$ cat config.mk
export PLATFORM = sky130hd
export DESIGN_NAME = ray_gen_flat
export DESIGN_NICKNAME = d
export VERILOG_FILES = /design/src/rtl/ray_if.sv /design/src/rtl/ray_gen.sv /design/src/flat_wrapper.sv
export SDC_FILE = /design/constraint.sdc
export NUM_CORES = 1
export LEC_CHECK = 0
export ABC_AREA = 1
export BUFFER_PORTS_ARGS = -buffer_cell sky130_fd_sc_hd__buf_2
export CAP_MARGIN = 40
export CORE_UTILIZATION = 45
export DETAILED_ROUTE_END_ITERATION = 12
export SLEW_MARGIN = 10
export SYNTH_ARGS = -nofsm -noshare
export SYNTH_HDL_FRONTEND = slang
export SYNTH_SLANG_ARGS = --single-unit
export TNS_END_PERCENT = 50
$ cat constraint.sdc
create_clock -name clk_in -period 11.8 [get_ports clk_in]
set_input_delay 0.59 -clock clk_in [delete_from_list [all_inputs] [get_ports clk_in]]
set_output_delay 0.59 -clock clk_in [all_outputs]
set_load 0.005 [all_outputs]
$ cat src/rtl/ray_if.sv
// Ray stream interface between the camera-ray generator and the DDA stepper.
// Carries one ray per beat over a valid/ready handshake, plus the per-frame
// position snapshot and the end-of-row marker.
interface ray_if;
  logic        ray_valid;
  logic        ray_ready;
  logic [9:0]  ray_x;
  logic [15:0] rayDirX;
  logic [15:0] rayDirY;
  logic [15:0] ray_posX;
  logic [15:0] ray_posY;
  logic        ray_last;

  modport master (
    output ray_valid,
    input  ray_ready,
    output ray_x,
    output rayDirX,
    output rayDirY,
    output ray_posX,
    output ray_posY,
    output ray_last
  );

  modport slave (
    input  ray_valid,
    output ray_ready,
    input  ray_x,
    input  rayDirX,
    input  rayDirY,
    input  ray_posX,
    input  ray_posY,
    input  ray_last
  );
endinterface

$ cat src/rtl/ray_gen.sv
// Per-frame camera-ray generator.
// A frame-start pulse snapshots the player state (Q8.8 signed) and the block
// then streams one ray per screen column: rayDir = dir + plane * cameraX,
// with cameraX = floor(512*x/SCREEN_WIDTH) - 256 built incrementally from a
// quotient/remainder pair so no divider is needed.
// Optional build macro RAY_GEN_SAT_EN: saturate the 17-bit direction sum to
// 16 bits instead of wrapping.
//
// state    | meaning
// ---------+-----------------------------------------------------------
// IDLE     | waiting for frame_start; pipeline empty
// RUN      | issuing columns 0..SCREEN_WIDTH-1 on each pipeline advance
// DRAIN    | all columns issued; waiting for the ray_last handshake
module ray_gen #(
  parameter int SCREEN_WIDTH = 320,
  parameter int FRAC_BITS    = 8
) (
  input  logic        clk_in,
  input  logic        rst_in,
  input  logic        frame_start,
  input  logic [15:0] posX,
  input  logic [15:0] posY,
  input  logic [15:0] dirX,
  input  logic [15:0] dirY,
  input  logic [15:0] planeX,
  input  logic [15:0] planeY,
  ray_if.master       ray,
  output logic        busy,
  output logic        frame_done
);

  localparam logic [1:0] ST_IDLE  = 2'd0;
  localparam logic [1:0] ST_RUN   = 2'd1;
  localparam logic [1:0] ST_DRAIN = 2'd2;

  // per-column step of 512/SCREEN_WIDTH split into whole and fractional parts
  localparam logic [10:0] CAM_QUO = 11'(512 / SCREEN_WIDTH);
  localparam logic [10:0] CAM_REM = 11'(512 % SCREEN_WIDTH);
  localparam logic [10:0] SW_W    = 11'(SCREEN_WIDTH);
  localparam logic [9:0]  LAST_X  = 10'(SCREEN_WIDTH - 1);

  logic [1:0]         state;

  logic signed [15:0] snap_posX;
  logic signed [15:0] snap_posY;
  logic signed [15:0] snap_dirX;
  logic signed [15:0] snap_dirY;
  logic signed [15:0] snap_planeX;
  logic signed [15:0] snap_planeY;

  logic [9:0]         x_cnt;
  logic [10:0]        cam_q;
  logic [10:0]        cam_r;
  logic [10:0]        r_sum;
  logic               r_wrap;
  logic [10:0]        q_next;
  logic [10:0]        r_next;
  logic signed [15:0] cam_now;

  logic               advance;
  logic               issue;

  // issue register: column index and its cameraX
  logic               s0_valid;
  logic [9:0]         s0_x;
  logic signed [15:0] s0_cam;
  logic               s0_last;

  // product stage
  logic               s1_valid;
  logic [9:0]         s1_x;
  logic signed [31:0] s1_prod_x;
  logic signed [31:0] s1_prod_y;
  logic               s1_last;

  // output stage
  logic               out_valid;
  logic [9:0]         out_x;
  logic [15:0]        out_dx;
  logic [15:0]        out_dy;
  logic               out_last;

  logic [16:0]        sum_x;
  logic [16:0]        sum_y;
  logic [15:0]        dx_narrow;
  logic [15:0]        dy_narrow;

  // a full output register only moves when the consumer takes it
  assign advance = !out_valid || ray.ray_ready;
  assign issue   = (state == ST_RUN) && advance;

  // cameraX stepping: remainder can exceed SCREEN_WIDTH at most once per column
  assign r_sum   = cam_r + CAM_REM;
  assign r_wrap  = (r_sum >= SW_W);
  assign r_next  = r_wrap ? (r_sum - SW_W) : r_sum;
  assign q_next  = cam_q + CAM_QUO + {10'd0, r_wrap};
  assign cam_now = 16'({5'd0, cam_q}) - 16'd256;

  // floor shift of the products, then add the direction at 17 bits
  assign sum_x = {snap_dirX[15], snap_dirX} + 17'(s1_prod_x >>> FRAC_BITS);
  assign sum_y = {snap_dirY[15], snap_dirY} + 17'(s1_prod_y >>> FRAC_BITS);

`ifdef RAY_GEN_SAT_EN
  // clamp to the 16-bit range when the top two sum bits disagree
  always_comb begin
    dx_narrow = sum_x[15:0];
    dy_narrow = sum_y[15:0];
    if (sum_x[16] != sum_x[15]) dx_narrow = sum_x[16] ? 16'h8000 : 16'h7FFF;
    if (sum_y[16] != sum_y[15]) dy_narrow = sum_y[16] ? 16'h8000 : 16'h7FFF;
  end
`else
  assign dx_narrow = 16'(sum_x);
  assign dy_narrow = 16'(sum_y);
`endif

  // frame sequencing, snapshot capture and column/cameraX counters
  always_ff @(posedge clk_in) begin
    if (!rst_in) begin
      state       <= ST_IDLE;
      busy        <= 1'b0;
      frame_done  <= 1'b0;
      x_cnt       <= '0;
      cam_q       <= '0;
      cam_r       <= '0;
      snap_posX   <= '0;
      snap_posY   <= '0;
      snap_dirX   <= '0;
      snap_dirY   <= '0;
      snap_planeX <= '0;
      snap_planeY <= '0;
    end else begin
      frame_done <= 1'b0;
      case (state)
        ST_IDLE: begin
          if (frame_start) begin
            snap_posX   <= posX;
            snap_posY   <= posY;
            snap_dirX   <= dirX;
            snap_dirY   <= dirY;
            snap_planeX <= planeX;
            snap_planeY <= planeY;
            x_cnt       <= '0;
            cam_q       <= '0;
            cam_r       <= '0;
            busy        <= 1'b1;
            state       <= ST_RUN;
          end
        end
        ST_RUN: begin
          if (advance) begin
            x_cnt <= x_cnt + 10'd1;
            cam_q <= q_next;
            cam_r <= r_next;
            if (x_cnt == LAST_X) state <= ST_DRAIN;
          end
        end
        ST_DRAIN: begin
          if (out_valid && ray.ray_ready && out_last) begin
            frame_done <= 1'b1;
            busy       <= 1'b0;
            state      <= ST_IDLE;
          end
        end
        default: state <= ST_IDLE;
      endcase
    end
  end

  // three-register ray pipeline sharing one advance enable
  always_ff @(posedge clk_in) begin
    if (!rst_in) begin
      s0_valid  <= 1'b0;
      s0_x      <= '0;
      s0_cam    <= '0;
      s0_last   <= 1'b0;
      s1_valid  <= 1'b0;
      s1_x      <= '0;
      s1_prod_x <= '0;
      s1_prod_y <= '0;
      s1_last   <= 1'b0;
      out_valid <= 1'b0;
      out_x     <= '0;
      out_dx    <= '0;
      out_dy    <= '0;
      out_last  <= 1'b0;
    end else if (advance) begin
      s0_valid  <= issue;
      s0_x      <= x_cnt;
      s0_cam    <= cam_now;
      s0_last   <= issue && (x_cnt == LAST_X);

      s1_valid  <= s0_valid;
      s1_x      <= s0_x;
      s1_prod_x <= 32'(snap_planeX) * 32'(s0_cam);
      s1_prod_y <= 32'(snap_planeY) * 32'(s0_cam);
      s1_last   <= s0_last;

      out_valid <= s1_valid;
      out_x     <= s1_x;
      out_dx    <= dx_narrow;
      out_dy    <= dy_narrow;
      out_last  <= s1_last;
    end
  end

  assign ray.ray_valid = out_valid;
  assign ray.ray_x     = out_x;
  assign ray.rayDirX   = out_dx;
  assign ray.rayDirY   = out_dy;
  assign ray.ray_last  = out_last;
  assign ray.ray_posX  = snap_posX;
  assign ray.ray_posY  = snap_posY;

endmodule

$ cat src/flat_wrapper.sv
// flat-port wrapper written by rule: the top's interface ports become plain ports
module ray_gen_flat 
#(
  parameter int SCREEN_WIDTH = 320,
  parameter int FRAC_BITS    = 8
)
  (clk_in, rst_in, frame_start, posX, posY, dirX, dirY, planeX, planeY, busy, frame_done, ray_ray_valid, ray_ray_ready, ray_ray_x, ray_rayDirX, ray_rayDirY, ray_ray_posX, ray_ray_posY, ray_ray_last);
  ray_if ray_i ();
  input  logic clk_in;
  input  logic rst_in;
  input  logic frame_start;
  input  logic [15:0] posX;
  input  logic [15:0] posY;
  input  logic [15:0] dirX;
  input  logic [15:0] dirY;
  input  logic [15:0] planeX;
  input  logic [15:0] planeY;
  output logic busy;
  output logic frame_done;
  output wire logic [$bits(ray_i.ray_valid)-1:0] ray_ray_valid;
  input wire logic [$bits(ray_i.ray_ready)-1:0] ray_ray_ready;
  output wire logic [$bits(ray_i.ray_x)-1:0] ray_ray_x;
  output wire logic [$bits(ray_i.rayDirX)-1:0] ray_rayDirX;
  output wire logic [$bits(ray_i.rayDirY)-1:0] ray_rayDirY;
  output wire logic [$bits(ray_i.ray_posX)-1:0] ray_ray_posX;
  output wire logic [$bits(ray_i.ray_posY)-1:0] ray_ray_posY;
  output wire logic [$bits(ray_i.ray_last)-1:0] ray_ray_last;
  assign ray_ray_valid = ray_i.ray_valid;
  assign ray_i.ray_ready = ray_ray_ready;
  assign ray_ray_x = ray_i.ray_x;
  assign ray_rayDirX = ray_i.rayDirX;
  assign ray_rayDirY = ray_i.rayDirY;
  assign ray_ray_posX = ray_i.ray_posX;
  assign ray_ray_posY = ray_i.ray_posY;
  assign ray_ray_last = ray_i.ray_last;
  ray_gen #(.SCREEN_WIDTH(SCREEN_WIDTH), .FRAC_BITS(FRAC_BITS)) u_core (.clk_in(clk_in), .rst_in(rst_in), .frame_start(frame_start), .posX(posX), .posY(posY), .dirX(dirX), .dirY(dirY), .planeX(planeX), .planeY(planeY), .ray(ray_i), .busy(busy), .frame_done(frame_done));
endmodule
==> summary.md, run 1 <==
| Metric | Value |
|---|---|
| FFs w/ async S/R, synth | 0% |
| DRT iter0 DRCs | 1082 |
| H-tree depth | 1 |
| Unrepaired setup endpoints after global routing | false |
| Met2 Usage GRT | 40.8% |
| Antenna-violating nets left | 0 |
| Cell family with most CP delay | adder cells |
| Global Route met1 Usage | 34.6% |
| Initial antenna violation count | 2 |
| Crit path max-delay cell type | dfxtp_1 |
| Tot GR Track Use | 25.2% |
| Top cell type's share of synthesized area | 26.3% |
| Pre-antenna DRT Iters | 5 |
| Final setup viols | 0 |
| Cells after Synth | 3168 |
| Vias per Instance | 5.03 |
| Clock Latency Late Sink | 0.61 ns |
| Fin area | 25600 um^2 |
| GP Congestion | 0.900 |
| CTS tree | done |
| CP Class | flop to flop |
| Largest cells by area after synthesis | fa_1 (26%), dfxtp_1 (21%), inv_1 (11%), nand2_1 (10%), ha_1 (7.6%) |
| Final Hold Viols | 0 |
| Cts hold-fix bufs | 0 |
| Post-synth net total | 3712 |
| Crit path top cell by count | inv_1 |
| Critical Path RT | 12.32 ns |
| DP Wirelength | 48.3 mm |
| Power Density | 121 nW/um^2 |
| Non-Filler Instances | 3952 |
| Count of unique library cells instantiated by Yosys | 42 |
| Nets | 3800 |
| PortBufs | 177 |
| Critical Path Fanout Max | 24 |
| Chip Height | 229 um |
| Critical path launch point type | flop |
| Hold WC Path Type | input port to flop |
| Die width | 229 um |
| WP depth | 22 |
| Worst rel slew slack | 41.8% |
| Ports | 178 |
| VDD IR max | 0.123 mV |
| Top cell type by total area after synthesis | fa_1 |
| Period utilisation layout | 49.5% |
| Fraction of layout cells with a size suffix above 1 | 8.66% |
| Busiest layer in global routing | met2 |
| CTS buffer count | 29 |
| Count leader, synth | inv_1 |
| Sinks on Clock Net | 238 |
| Maxcap violations | 0 |
| Wirelength per Cell | 16.2 um |
| Number of global-route vias before repair | 20600 |
| Resize count post-CTS | 0 |
| Remaining DRCs | 0 |
| Total Routed Length | 63.9 mm |
| Commonest cells post-synth | inv_1 (697), nand2_1 (648), nor2_1 (345) |
| Largest net degree at the start of global routing | 104 |
| Worst-path clk slew | 0.07 ns |
| Cells along the critical path | buf_4, nand2_1, fa_1, inv_1, fa_1, inv_1, fa_1, inv_1, fa_1, inv_1, fa_1, inv_1, ha_1, nand2_1, nor2_1, a21oi_1, o21ai_0, nand2_1, nand3_1, nand3_1, nand2_1, inv_1 |
| Post-Place Cells | 3896 |
| Min Tclk post-route | 5.85 ns |
| Post-synth EDFFs | 0 |
| Avg Inst Size Synth | 7.31 um^2 |
| Initial Utilization | 45.9% |
| FMAX | 171 MHz |
| Seq/Total Area, Yosys | 20.6% |
| Core ar. | 50500 um^2 |
| Routed via count | 19900 |
| Worst-Margin Slew | 0.872 ns |
| Synth-to-Final Area Change | 10.6% |
| Max stage delay on crit path | 0.59 ns |
| Top_reg_cell synth | dfxtp_1 |
| Buffers and inverters on the worst path | 7 |
| Rows | 82 |
| Status | finished clean |
| Setup TNS | 0 ns |
| Die area | 52400 um^2 |
| R2R cell count | 22 |
| Clk Tree Root Cell | clkbuf_16 |
| Final global-route overflow total | 0 |
| YS warnings | 0 |
| First-pass GRT wire length | 106 mm |
| Dpl cell area | 24600 um^2 |
| Worst Setup End Kind | flop |
| Setup Buffers After CTS | 0 |
| Slew Viols, Final | 0 |
| Clock Tree Buf Depth | 3 |
| Hold path cells | 3 |
| Crit path arrival time | 6.36 ns |
| Leak | 13.8 nW |
| Grt met3 use | 4.62% |
| #FFs+latches synth | 238 |
| Clock skew | 0.0345 ns |
| Synthesized area | 23200 um^2 |
==> flip-flops by register name, summed over array words and instances (netlist names), 16 cells and up <==
| signal | count |
|---|---|
| u_core.ray.ray_posX | 16 |
| u_core.ray.rayDirX | 16 |
| u_core.s1_prod_x | 16 |
| u_core.snap_dirY | 16 |
| u_core.snap_planeX | 16 |
| u_core.ray.ray_posY | 16 |
| u_core.ray.rayDirY | 16 |
| u_core.snap_dirX | 16 |
| u_core.s1_prod_y | 16 |
| u_core.snap_planeY | 16 |
==> worst min-delay path, cell delays in order <==
cell and delay (ns):
buf_2 0.07, o21ai_0 0.07, nor2_1 0.08
==> cells in the final DEF (no fill, tap or decap), types with 5 or more instances in the layout <==
cell type  synthesis  routed
inv_1            697     697
o21ai_0          239     239
or2_2             16      16
clkbuf_16          0      29
fa_1             304     304
ha_1             140     140
nand2_1          648     648
o211ai_1          14      14
a21oi_1          130     130
nor3_1            20      20
buf_2              5     176
buf_4              0      19
nand3_1          104     104
nor2_1           345     345
dfxtp_1          238     238
nand4_1           12      12
o21bai_1          26      26
nand3b_1           5       5
xor2_1            24      24
a21o_1             5       5
xnor2_1           16      16
clkbuf_8           0       7
==> power breakdown <==
| part | internal [mW] | total [mW] | switching, mW |
|---|---|---|---|
| combinational | 0.416 | 1.12 | 0.701 |
| sequential | 0.906 | 1.02 | 0.115 |
| clock | 0.566 | 0.960 | 0.394 |
| total | 1.89 | 3.10 | 1.21 |
==> layer usage <==
layer  vias up  part of all wire, %  wire length (um)
met5         -                0.023                15
li1       9673                    -                 -
met4         2                  2.6              1630
met3        86                  7.0              4490
met1      9539                   46             29600
met2       564                   44             28100
==> final timing paths <==
path	start	to	slack [ns]
worst max register to register	u_core.s0_cam[4]	u_core.s1_prod_x[15]	5.95
worst min-delay path	planeY[14]	u_core.snap_planeY[14]	0.24
worst max-delay path	u_core.s0_cam[4]	u_core.s1_prod_x[15]	5.95
worst min register to register	u_core.s0_x[0]	u_core.s1_x[0]	0.45
==> metrics by stage <==
stage	util, %	hold WS (ns)	worst slack (ns)	power, mW
2_1_floorplan	-	0.435	6.89	1.78
3_3_place_gp	48.5	0.450	5.89	2.13
3_5_place_dp	48.7	0.454	6.04	2.14
4_1_cts	50.7	0.207	6.01	3.12
5_1_grt	50.8	0.227	5.60	3.34
6_report	50.8	0.235	5.95	3.10
==> kinds of logic (layout without fill, tap and decap cells) <==
logic type               count (synthesis)  after routing  share of synthesized area (%)
AO/OA/AOI/OAI                          434            434                           10.1
other                                    0              1                              0
buffers and inverters                  845            956                           13.7
adder cells (fa/ha/maj)                444            444                           33.8
flip-flops                             238            238                           20.6
AND/OR/NAND/NOR                       1167           1167                           20.3
XOR/XNOR                                40             40                           1.51
==> layout make-up <==
type,instances,area (um^2)
Antenna cell,1,2.50
Clock buffer,39,833
Clock inverter,15,193
Fill cell,5100,24900
Inverter,703,2640
Multi-Input combinational cell,2085,15200
Sequential cell,238,4760
Tap cell,672,841
Timing Repair Buffer,199,1120
Power figures use the tool's default switching activity.
==> run 2: changes to the inputs <==
--- a/config.mk
+++ b/config.mk
@@ -5,11 +5,12 @@
 export SDC_FILE = /design/constraint.sdc
 export NUM_CORES = 1
 export LEC_CHECK = 0
-export ABC_AREA = 1
+export ABC_AREA = 0
 export BUFFER_PORTS_ARGS = -buffer_cell sky130_fd_sc_hd__buf_2
 export CAP_MARGIN = 40
 export CORE_UTILIZATION = 45
 export DETAILED_ROUTE_END_ITERATION = 12
+export PLACE_DENSITY = 0.65
 export SLEW_MARGIN = 10
 export SYNTH_ARGS = -nofsm -noshare
 export SYNTH_HDL_FRONTEND = slang
==> constraint.sdc (replaced) <==
create_clock -name clk_in -period 5.25 [get_ports clk_in]
set_input_delay 0.2625 -clock clk_in [delete_from_list [all_inputs] [get_ports clk_in]]
set_output_delay 0.2625 -clock clk_in [all_outputs]
set_load 0.005 [all_outputs]
==> run 2 against run 1 <==
The run now ends with negative setup slack left. Worst setup slack worse by 6.0 ns. Sequential share of layout area down 0.79 points. Count of clock-buffer cells in the layout down 6. First-iteration DRC count down 13%. Wire length down 6.7%. Final cell count down 8.2%. Clock skew down 0.0028 ns. Critical path type unchanged. Critical endpoint is now u_core.s1_prod_x[22].
==> summary.md, run 2 <==
| Metric | Value |
|---|---|
| Worst Setup End Kind | flop |
| Final global-route overflow total | 0 |
| Pre-antenna DRT Iters | 7 |
| Buffers and inverters on the worst path | 6 |
| Pint | 4.22 mW |
| Post-synth EDFFs | 0 |
| Count leader, synth | nand2_1 |
| Seq/Total Area, Yosys | 21.9% |
| First-pass GRT wire length | 99.7 mm |
| Dpl cell area | 24300 um^2 |
| GP Congestion | 0.878 |
| Clock skew | 0.0317 ns |
| Final Hold Viols | 0 |
| Commonest cells post-synth | nand2_1 (627), inv_1 (421), fa_1 (304) |
| Switching Power | 2.04 mW |
| Routed via count | 18800 |
| Remaining DRCs | 0 |
| Largest net degree at the start of global routing | 126 |
| Critical path launch point type | flop |
| Number of global-route vias before repair | 20100 |
| Post-route worst setup slack | -0.0654 ns |
| Nets | 3535 |
| Failing checks | negative setup slack |
| Sequential Power Share | 33.8% |
| Non-Filler Instances | 3628 |
| Post-synth net total | 3181 |
| Unrepaired setup endpoints after global routing | true |
| Period utilisation layout | 101% |
| R2r startpoint | u_core.snap_planeX[5] |
| Total Routed Length | 59.6 mm |
| Max stage delay on crit path | 0.52 ns |
| Avg Inst Size Synth | 8.24 um^2 |
| Maxcap violations | 0 |
| Hold path cells | 4 |
| Setup TNS | -0.0829 ns |
| PortBufs | 177 |
| Tot GR Track Use | 24.9% |
| FMAX | 188 MHz |
| Critical Path RT | 5.71 ns |
| Antenna-violating nets left | 0 |
| Post-Place Cells | 3455 |
| Count of unique library cells instantiated by Yosys | 69 |
| Clk Tree Root Cell | clkbuf_16 |
| Crit path top cell by count | fa_1 |
| Wirelength per Cell | 16.4 um |
| Vias per Instance | 5.18 |
| Largest cells by area after synthesis | fa_1 (28%), dfxtp_1 (22%), nand2_1 (11%), ha_1 (8.1%), inv_1 (7.3%) |
| Top cell type by total area after synthesis | fa_1 |
| Critical Path Fanout Max | 5 |
| Top_reg_cell synth | dfxtp_1 |
| Synth-to-Final Area Change | 24.7% |
| Ports | 178 |
| YS warnings | 0 |
| Clock Power Share | 36.3% |
| Core Util, Final | 56.9% |
| Cells after Synth | 2637 |
| Most frequent cells in the layout | nand2_1 (626), inv_1 (406), fa_1 (293) |
| CTS buffer count | 28 |
| H-tree depth | 1 |
| Crit path max-delay cell type | fa_1 |
| Fraction of layout cells with a size suffix above 1 | 18.3% |
| VDD IR max | 0.292 mV |
| Worst R2R End | u_core.s1_prod_x[22] |
| Slew Viols, Final | 0 |
| Layout fillers | 4244 |
| R2R cell count | 21 |
| #FFs+latches synth | 238 |
| Final Power | 6.26 mW |
| CTS tree | done |
| Die width | 222 um |
| Rows | 80 |
| Chip Height | 222 um |
| Commonest non-fill, non-tap cell in the layout | nand2_1 |
| Initial Utilization | 45.6% |
| Power Density | 231 nW/um^2 |
| Worst-path clk slew | 0.06 ns |
| Ant diodes | 0 |
| Comb pwr share | 30.0% |
| CP Class | flop to flop |
| Sinks on Clock Net | 238 |
| Sw Ratio | 32.6% |
| Worst-Margin Slew | 0.804 ns |
| Crit path arrival time | 5.78 ns |
| Min Tclk post-route | 5.32 ns |
| DP Wirelength | 43.8 mm |
| Cell family with most CP delay | adder cells |
| FFs w/ async S/R, synth | 0% |
| Cells along the critical path | buf_6, and2_4, fa_1, inv_1, fa_1, inv_2, fa_1, fa_1, inv_1, fa_2, inv_2, ha_4, nand4_1, a21oi_2, a21boi_4, o311ai_4, a21oi_2, o21ai_2, buf_4, nor3b_1, a311o_1 |
| Die area | 49200 um^2 |
| Status | finished with violations |
| Fin area | 27100 um^2 |
| Hold EP | u_core.state[1] |
| Top cell type's share of synthesized area | 28.0% |
| Hold WC Path Type | input port to flop |
| Initial antenna violation count | 0 |
| Leak | 12.6 nW |
| Clock Latency Late Sink | 0.60 ns |
| Source of the worst hold timing path | ray_ray_ready |
| Worst rel slew slack | 46.4% |
| DRT iter0 DRCs | 945 |
| Synthesized area | 21700 um^2 |
| Clock Tree Buf Depth | 3 |
| Final setup viols | 4 |
| Core ar. | 47600 um^2 |
| Reg2Reg Setup Slack | -0.07 ns |
[run 2: cell types whose count changed after synthesis, sizes merged, moves of 48 or more]
cell and change:
a21oi +96, xnor2 +48, nand3 -72, nor2 -251, and2 +107, inv -281
o21ai -211
[run 2: final cells by class]
type	count	area, um^2	share of cell area, %
clock buffers	33	769	2.84
clock inverters	19	322	1.19
inverters	421	1590	5.85
multi-input cells	1837	15300	56.6
flip-flops and latches	238	4820	17.8
well taps	615	769	2.84
repair buffers	465	3500	12.9
[run 2: worst max-delay path by stage]
stage                                     start              endpoint  slack (ns)  depth (start not counted)
final                     u_core.snap_planeX[5]  u_core.s1_prod_x[22]       -0.07                         21
after global routing           u_core.s0_cam[3]  u_core.s1_prod_x[22]       -0.22                         19
after CTS                      u_core.s0_cam[6]  u_core.s1_prod_x[22]       -0.07                         21
after detailed placement       u_core.s0_cam[1]  u_core.s1_prod_x[14]       -0.30                         22
after global placement         u_core.s0_cam[0]  u_core.s1_prod_x[14]       -0.23                         22
after floorplan                u_core.s0_cam[6]  u_core.s1_prod_y[22]       0.008                         19
[run 2: kinds of logic after synthesis]
kind of cell | Yosys count | synth area share (%)
AO/OA/AOI/OAI | 344 | 9.40
adder cells (fa/ha/maj) | 445 | 36.1
AND/OR/NAND/NOR | 953 | 19.0
flip-flops | 238 | 21.9
XOR/XNOR | 93 | 3.75
multiplexers | 2 | 0.0921
buffers and inverters | 562 | 9.72
[run 2: what timing repair did]
| item | in CTS | in global routing |
|---|---|---|
| endpoints found under the hold margin | 96 | 0 |
| hold buffers | 96 | 0 |
| setup buffers | 13 | 16 |
| pin swaps | 32 | 46 |
| resized for setup | 73 | 79 |
| endpoints found under the setup margin | 18 | 21 |
[run 2: routing by layer]
| layer | vias to the layer above | wire, um | global-route usage, % |
|---|---|---|---|
| met5 | - | 0 | 0 |
| met1 | 9270 | 26400 | 34.5 |
| met2 | 611 | 27900 | 41.3 |
| li1 | 8816 | - | - |
| met3 | 113 | 3610 | 2.84 |
| met4 | 0 | 1700 | 6.88 |
[run 2: worst min-delay path: stages]
cell     delay [ns]
buf_2          0.15
nand3_1        0.12
nand2_1        0.07
a21oi_1        0.05
[run 2: metrics by stage]
stage,setup WS [ns],hold WS [ns]
6_report,-0.0654,0.115
2_1_floorplan,0.00766,0.398
4_1_cts,-0.0683,0.0803
5_1_grt,-0.219,0.139
3_3_place_gp,-0.225,0.436
3_5_place_dp,-0.298,0.443
[run 2: power groups by stage]
stage	Sequential, mW	Clock (mW)	Combinational, mW
final	2.12	2.27	1.88
after global routing	2.13	2.38	2.10
after CTS	2.11	2.31	1.80
after detailed placement	2.14	0	1.70
after global placement	2.14	0	1.65
after floorplan	2.08	0	1.13
